### src/rtl/instr_decode_queue.sv
// Instruction prefetch queue between memory and decode: a DEPTH-entry FIFO whose
// head word is presented, already split into opcode and address fields.
module instr_decode_queue #(
  parameter int INS_W = 8,
  parameter int OP_W  = 3,
  parameter int DEPTH = 4
) (
  input  logic                       Clk,
  input  logic                       Reset,
  input  logic [INS_W-1:0]           mem_ins,
  input  logic                       in_valid,
  output logic                       in_ready,
  input  logic                       flush,
  input  logic                       out_ready,
  output logic                       out_valid,
  output logic [OP_W-1:0]            Opcode,
  output logic [INS_W-OP_W-1:0]      Address,
  output logic [$clog2(DEPTH):0]     count
);

  localparam int ADDR_W = INS_W - OP_W;
  localparam int PTR_W  = $clog2(DEPTH);
  localparam int CNT_W  = PTR_W + 1;

  logic [INS_W-1:0] mem_r [DEPTH];
  logic [PTR_W-1:0] wr_ptr_r, rd_ptr_r, wr_ptr_nxt_s, rd_ptr_nxt_s;
  logic [CNT_W-1:0] count_r, count_nxt_s;
  logic [INS_W-1:0] head_r, head_nxt_s;
  logic             valid_r, ready_r;
  logic             push_s, pop_s;

  // Handshakes only look at registered state, so in_ready never depends on out_ready.
  assign push_s = in_valid && ready_r && !flush;
  assign pop_s  = valid_r && out_ready && !flush;

  // Next-state pointers, occupancy and the head word the queue will present after the edge.
  always_comb begin
    wr_ptr_nxt_s = wr_ptr_r;
    rd_ptr_nxt_s = rd_ptr_r;
    count_nxt_s  = count_r;
    head_nxt_s   = {INS_W{1'b0}};
    if (flush) begin
      wr_ptr_nxt_s = {PTR_W{1'b0}};
      rd_ptr_nxt_s = {PTR_W{1'b0}};
      count_nxt_s  = {CNT_W{1'b0}};
    end else begin
      wr_ptr_nxt_s = push_s ? wr_ptr_r + PTR_W'(1) : wr_ptr_r;
      rd_ptr_nxt_s = pop_s  ? rd_ptr_r + PTR_W'(1) : rd_ptr_r;
      case ({push_s, pop_s})
        2'b10:   count_nxt_s = count_r + CNT_W'(1);
        2'b01:   count_nxt_s = count_r - CNT_W'(1);
        default: count_nxt_s = count_r;
      endcase
    end
    // The new head may be the word being written on this very edge.
    if (count_nxt_s == {CNT_W{1'b0}}) begin
      head_nxt_s = {INS_W{1'b0}};
    end else if (push_s && (rd_ptr_nxt_s == wr_ptr_r)) begin
      head_nxt_s = mem_ins;
    end else begin
      head_nxt_s = mem_r[rd_ptr_nxt_s];
    end
  end

  // Queue storage; validity is defined by pointers and count alone, so no reset here.
  always_ff @(posedge Clk) begin
    if (push_s) begin
      mem_r[wr_ptr_r] <= mem_ins;
    end
  end

  // Control state and registered outputs.
  always_ff @(posedge Clk or posedge Reset) begin
    if (Reset) begin
      wr_ptr_r <= {PTR_W{1'b0}};
      rd_ptr_r <= {PTR_W{1'b0}};
      count_r  <= {CNT_W{1'b0}};
      head_r   <= {INS_W{1'b0}};
      valid_r  <= 1'b0;
      ready_r  <= 1'b1;
    end else begin
      wr_ptr_r <= wr_ptr_nxt_s;
      rd_ptr_r <= rd_ptr_nxt_s;
      count_r  <= count_nxt_s;
      head_r   <= head_nxt_s;
      valid_r  <= (count_nxt_s != {CNT_W{1'b0}});
      ready_r  <= (count_nxt_s < CNT_W'(DEPTH));
    end
  end

  assign in_ready  = ready_r;
  assign out_valid = valid_r;
  assign count     = count_r;
  assign Opcode    = head_r[INS_W-1:ADDR_W];
  assign Address   = head_r[ADDR_W-1:0];

endmodule

### config.mk
export PLATFORM = sky130hd
export DESIGN_NAME = instr_decode_queue
export DESIGN_NICKNAME = d
export VERILOG_FILES = /design/src/rtl/instr_decode_queue.sv
export SDC_FILE = /design/constraint.sdc
export NUM_CORES = 1
export LEC_CHECK = 0
export BUFFER_PORTS_ARGS = -buffer_cell sky130_fd_sc_hd__buf_2
export CAP_MARGIN = 10
export CORE_MARGIN = 4
export CORE_UTILIZATION = 35
export DETAILED_ROUTE_END_ITERATION = 10
export GPL_TIMING_DRIVEN = 0
export PLACE_DENSITY_LB_ADDON = 0.15
export SYNTH_ARGS = -nofsm -noshare
export SYNTH_HDL_FRONTEND = slang
export SYNTH_SLANG_ARGS = --single-unit
### constraint.sdc
create_clock -name Clk -period 3.2 [get_ports Clk]
set_input_delay 0.32 -clock Clk [delete_from_list [all_inputs] [get_ports Clk]]
set_output_delay 0.32 -clock Clk [all_outputs]
set_load 0.01 [all_outputs]
# [After elaboration in Yosys (flattened, before gate mapping)]
# Memory sizes are Yosys's and may differ from the RTL's.
# Cells that the tools add are included.
[op_classes] eq_ne=3 div=0 n_mux=10 multipliers=0 add_sub_neg=4 n_reduce_logical=9 shifts=0 n_bitwise=0 n_lt_le_gt_ge=1
[ops] cell="$mux W8" n=2
[ops] cell="$mux W2" n=4
[ops] cell="$pmux W3 S2" n=1
[ops] cell="$logic_and A1 B1 Y1" n=5
[ops] cell="$add A2 B1 Y2 const B" n=2
[ops] cell="$add A3 B1 Y3 const B" n=1
[ops] cell="$logic_not A3 Y1" n=1
[ops] cell="$lt A3 B3 Y1 const B" n=1
[ops] cell="$mux W3" n=1
[ops] cell="$reduce_bool A3 Y1" n=1
[ops] cell="$sub A3 B1 Y3 const B" n=1
[ops] cell="$eq A2 B1 Y1 const B" n=1
[ops] cell="$eq A2 B2 Y1" n=1
[ops] cell="$eq A2 B2 Y1 const B" n=1
[ops] cell="$mux W1" n=2
[ops] cell="$reduce_bool A2 Y1" n=1
[ops] cell="$logic_not A1 Y1" n=1
[totals] latchBits=0 ram_bits=32 rom_bits=0 elab_cells=34 inputBits=13 register_bits=17 mem_count=1
[memory_table] name="mem_r" depth=4 width=8 rd=1 rd_ports_with_merged_regs=0 write_ports=1 line_no="25" rtl="logic [INS_W-1:0] mem_r [DEPTH];"

# [Longest topological paths before layout]
[logic_depth] ltp_word=8 ltp_mapped=10

# [Worst setup path after synthesis]
# Ideal clock, no wire load.
[synth_timing] kind="flip-flop to flip-flop" start="register ready_r (netlist: in_ready)" end="register head_r[0]" slack_ps=741 n_path_buf=0 period_less_slack_ps=2459 setup_ps=78 stages_incl_launch_ff=11 arrival_ps=2382 cell_sequence="dfstp_2 nand2_1 nor2_1 inv_1 ha_1 fa_1 xnor2_1 or3_1 a21oi_1 nor3_2 a21oi_1"
[synth_via] elab_chain_cells=7
[synth_rtl] element="start: declaration" line_no="29" rtl="logic valid_r, ready_r;"
[synth_rtl] element="start signal: assignment" line_no="87" rtl="ready_r <= (count_nxt_s < CNT_W'(DEPTH));"
[synth_rtl] element="$logic_and A1 B1 Y1 (*) (2 in series)" line_no="33" rtl="assign push_s = in_valid && ready_r && !flush;"
[synth_rtl] element="$eq A2 B1 Y1 or $eq A2 B2 Y1 (tied branches)" line_no="49" rtl="case ({push_s, pop_s})"
[synth_rtl] element="$pmux W3 S2 (*)" line_no="49"
[synth_rtl] element="$mux W3 (*)" line_no="42" rtl="if (flush) begin"
[synth_rtl] element="via count_nxt_s[2]" line_no="27" rtl="logic [CNT_W-1:0] count_r, count_nxt_s;"
[synth_rtl] element="$logic_not A3 Y1 (*)" line_no="56" rtl="if (count_nxt_s == {CNT_W{1'b0}}) begin"
[synth_rtl] element="$mux W8 (*)" line_no="56"
[synth_rtl] element="via head_nxt_s[0]" line_no="28" rtl="logic [INS_W-1:0] head_r, head_nxt_s;"
[synth_rtl] element="end signal: assignment" line_no="78" rtl="head_r <= {INS_W{1'b0}};"
[synth_rtl] element="end signal: assignment" line_no="85" rtl="head_r <= head_nxt_s;"
[synth_rtl] element="end: declaration" line_no="28"
# Mark *: on every way through the listed nets, which the timed path passes. The rest lies on a longest branch.
# A chain may end at the register's enable or synchronous reset.

# [Worst setup path after layout]
[layout_timing] start="register ready_r (netlist: in_ready)" end="register head_r[6]"
# The elaborated chain is that of the path after synthesis.

==> qor.log <==
INFO  outcome        outcome=finished, final reports clean
INFO  sta            grt_setup_unrepaired=no
INFO  clocking       numCtsBuffers=5
INFO  routing        wire_per_inst=17.55um
INFO  global_route   grt_first_pass_wirelength=6.672mm
INFO  clocking       post_cts.resized_instances=0
INFO  finish         final_layout_size_suffix_gt1_frac=0.2440
INFO  finish         synthToLayoutAreaGrowth=15.76%
INFO  worst_setup_path worst_r2r_path_depth=10
INFO  place          dpl_worst_slack=0.2926ns
INFO  synth          ys_seq_elements=49
INFO  worst_setup_path reg2reg_setup_slack=0.33ns
INFO  sta            fmax=348.1MHz
INFO  floorplanning  top_level_ports=26
INFO  clocking       clock_sink_count=49
INFO  global_route   antenna_found_initial=0
INFO  routing        wirelength=4.213mm
INFO  sta            transition_time_of_the_tightest_slew_check_pin=0.8221ns
INFO  synth          yosys_warnings=0
INFO  clocking       cts.repair_timing.setup_buffer_count=0
INFO  worst_setup_path critical_path.reg2reg.endpoint=head_r[6]$_DFF_PP0_
INFO  sta            finalSetupViolations=0
INFO  worst_setup_path critical_path.max_stage_delay=0.56ns
INFO  place          gpl.final_weighted_congestion=0.7391
INFO  finish         antenna_cells=0
INFO  floorplanning  chipHeight=85.52um
INFO  worst_setup_path cp_data_arrival_time=3.01ns
INFO  worst_setup_path critical_path_class=reg -> reg
INFO  finish         finalInstanceArea=0.002435mm^2
INFO  power          seq_power_share=0.524
INFO  worst_setup_path crit_chain=nand2_1, nor2_1, inv_1, ha_1, fa_1, xnor2_1, o21ai_0, a21oi_1, nor3_2, a21oi_1
INFO  floorplanning  placementRows=27
INFO  place          place.port_buffers=25
INFO  routing        drtIter0Drc=72
INFO  synth          synth_cells=135
INFO  clocking       clkTransAtPathRegs=0.09ns
INFO  power          power.combinational.fraction=0.156
INFO  synth          syn_nets=154
INFO  routing        route.antenna.remaining_nets=0
INFO  sta            fin_hold_ws=0.1103ns
INFO  worst_setup_path timing.critical_path.mode_cell=sky130_fd_sc_hd__a21oi_1
INFO  power          internal_power=1.066mW
INFO  floorplanning  floorplan.die_area=0.007314mm^2
INFO  synth          synthesized_area_per_cell=15.58um^2
INFO  sta            skew=0.01086ns
INFO  routing        post_drt_via_cell_ratio=5.008
INFO  place          dpl.hpwl=2.802mm
INFO  worst_setup_path required=3.34ns
INFO  floorplanning  effective_utilization_at_floorplan=0.3706
INFO  sta            slew-limit-headroom=0.4480
INFO  run            maxCapViolations=0
INFO  routing        drt-pass1-iter-count=4
INFO  worst_setup_path rr_startpoint=in_ready$_DFF_PP1_
INFO  global_route   grt_max_degree=18
INFO  power          pwr-share-clk=0.320
INFO  sta            report.final.hold_viol_count=0
INFO  floorplanning  fp.coreArea=0.005675mm^2
INFO  finish         layout.nets=186
INFO  worst_setup_path path_max_fanout=9
INFO  clocking       cts_tree=done
INFO  global_route   grt_remaining_overflow=0
INFO  synth          synthDistinctLibCells=29
INFO  finish         final_util=0.4290
INFO  global_route   number_of_global_route_vias_before_repair=1187
INFO  finish         leading_cell_types_in_the_layout_fill_and_taps_excluded=sky130_fd_sc_hd__edfxtp_1, sky130_fd_sc_hd__buf_2, sky130_fd_sc_hd__dfrtp_1, sky130_fd_sc_hd__nand3_1, sky130_fd_sc_hd__a21oi_1
INFO  sta            fin_crit=2.873ns
INFO  clocking       maximum_level_of_the_cts_h_tree=2
INFO  min_path       hp-class=in -> async
INFO  sta            timing.final.crit_share=0.8977
INFO  routing        drt_drc_violations_left=0
INFO  place          placement.cell_area=0.002318mm^2
INFO  place          place_inst=232
INFO  sta            post_route_worst_setup_slack=0.3273ns
INFO  worst_setup_path timing.critical_path.slowest_stage_cell=sky130_fd_sc_hd__nor3_2
INFO  clocking       insertion_delay=0.30ns
INFO  power          power.share.switching=0.2478
INFO  clocking       root_buffer=sky130_fd_sc_hd__clkbuf_8
INFO  power          p_per_area=582.0mW/mm^2
INFO  power          vdd_drop_max=362.8uV
INFO  power          net-switching-power=0.3511mW
INFO  worst_setup_path endpoint_kind=register
INFO  synth          synth.cell_area=0.002103mm^2
INFO  finish         final-instance-count-excl-fill=240
INFO  global_route   track_usage=0.1248
INFO  floorplanning  chipWidth=85.52um
INFO  worst_setup_path worst_setup_path_start_kind=register
INFO  sta            fin_setup_tns=0ns
INFO  power          leakagePower=1.008nW
INFO  synth          ys_seq_area_frac=0.6597
INFO  clocking       cts_buffer_depth=2
INFO  clocking       number_of_buffers_added_to_fix_hold_violations_after_cts=0
INFO  finish         layout_commonest_cell=sky130_fd_sc_hd__edfxtp_1
INFO  routing        total_via_count_in_the_routed_design=1202
INFO  sta            drv_slew=0
INFO  power          total_power=1.417mW
[cells in the mapped netlist]
cell	instances	area [um^2]
sky130_fd_sc_hd__xor2_1	1	8.760
sky130_fd_sc_hd__buf_1	1	3.750
sky130_fd_sc_hd__mux4_1	7	183.9
sky130_fd_sc_hd__and2_1	4	25.02
sky130_fd_sc_hd__nor2_1	6	22.52
sky130_fd_sc_hd__nand3_1	11	55.05
sky130_fd_sc_hd__and4bb_4	1	16.27
sky130_fd_sc_hd__or3_1	1	6.260
sky130_fd_sc_hd__mux2i_1	2	20.02
sky130_fd_sc_hd__nor2b_2	1	8.760
sky130_fd_sc_hd__ha_1	5	62.56
sky130_fd_sc_hd__buf_4	2	15.01
sky130_fd_sc_hd__nand2_1	3	11.26
sky130_fd_sc_hd__nand3b_1	1	7.510
sky130_fd_sc_hd__a21oi_4	1	16.27
sky130_fd_sc_hd__a211o_1	2	17.52
sky130_fd_sc_hd__mux4_2	1	22.52
sky130_fd_sc_hd__inv_1	8	30.03
sky130_fd_sc_hd__a21bo_2	1	10.01
sky130_fd_sc_hd__nor3_2	1	10.01
sky130_fd_sc_hd__nor2b_1	1	6.260
sky130_fd_sc_hd__fa_1	1	20.02
sky130_fd_sc_hd__a21oi_1	10	50.05
sky130_fd_sc_hd__edfxtp_1	32	960.9
sky130_fd_sc_hd__dfstp_2	1	26.28
sky130_fd_sc_hd__dfrtp_1	16	400.4
sky130_fd_sc_hd__and3_1	1	6.260
sky130_fd_sc_hd__xnor2_1	4	35.03
sky130_fd_sc_hd__o21ai_0	9	45.04
[registers in the layout, summed over array words and instances, names as in the netlist]
name	cells
in_ready	1
wr_ptr_r	2
count	3
rd_ptr_r	2
out_valid	1
mem_r	32
head_r	8
[power groups by stage]
stage	clock network, mW	registers [mW]	logic [mW]
2_1_floorplan	0	0.768	0.128
3_3_place_gp	0	0.754	0.222
3_5_place_dp	0	0.756	0.228
4_1_cts	0.462	0.743	0.228
5_1_grt	0.495	0.746	0.249
6_report	0.453	0.742	0.221
[kinds of logic (layout without fill, tap and decap cells)]
group / Yosys count / in the layout / share of synthesized area
DFF: 49 / 49 / 0.6597
and+or+nand+nor: 31 / 31 / 0.08329
AOI/OAI and AO/OA: 23 / 23 / 0.06604
adders and majority gates: 6 / 6 / 0.03926
xor gates and xnor gates: 5 / 5 / 0.02082
muxes: 10 / 10 / 0.1077
buffers and inverters: 11 / 44 / 0.02320
[metal layers]
metal,vias up,part of all wire,GRT usage
met5,-,0,0
met4,0,0.016,0.04029
met3,6,0.053,0.03266
met2,36,0.49,0.1977
met1,590,0.44,0.1679
li1,570,-,-
[critical path, delay by kind of cell (launching register included)]
family                   cells  cell delay, ns
buffers and inverters        1            0.08
AO/OA/AOI/OAI                3            0.39
flip-flops                   1            0.55
XOR/XNOR                     1            0.14
AND/OR/NAND/NOR              3            0.94
adder cells (fa/ha/maj)      2            0.61
[final cells by class]
type,instances,area [um^2]
plain buffers,3,18.77
clock buffers,7,86.33
clock inverters,1,30.03
fillers,533,3241
inverters,8,30.03
multi-input cells,75,666.9
flip-flops and latches,49,1388
well taps,72,90.09
repair buffers,25,125.1
[worst max path at each step]
| stage | to | slack [ns] | start | cells after the start |
|---|---|---|---|---|
| floorplan | head_r[0]$_DFF_PP0_ | 0.74 | in_ready$_DFF_PP1_ | 10 |
| global placement | head_r[6]$_DFF_PP0_ | 0.30 | in_ready$_DFF_PP1_ | 10 |
| detailed placement | head_r[6]$_DFF_PP0_ | 0.29 | flush | 11 |
| CTS | head_r[6]$_DFF_PP0_ | 0.26 | in_ready$_DFF_PP1_ | 10 |
| global route | head_r[0]$_DFF_PP0_ | 0.002 | in_ready$_DFF_PP1_ | 10 |
| finish | head_r[6]$_DFF_PP0_ | 0.33 | in_ready$_DFF_PP1_ | 10 |
Note: power is estimated with default switching activity, not from simulation.
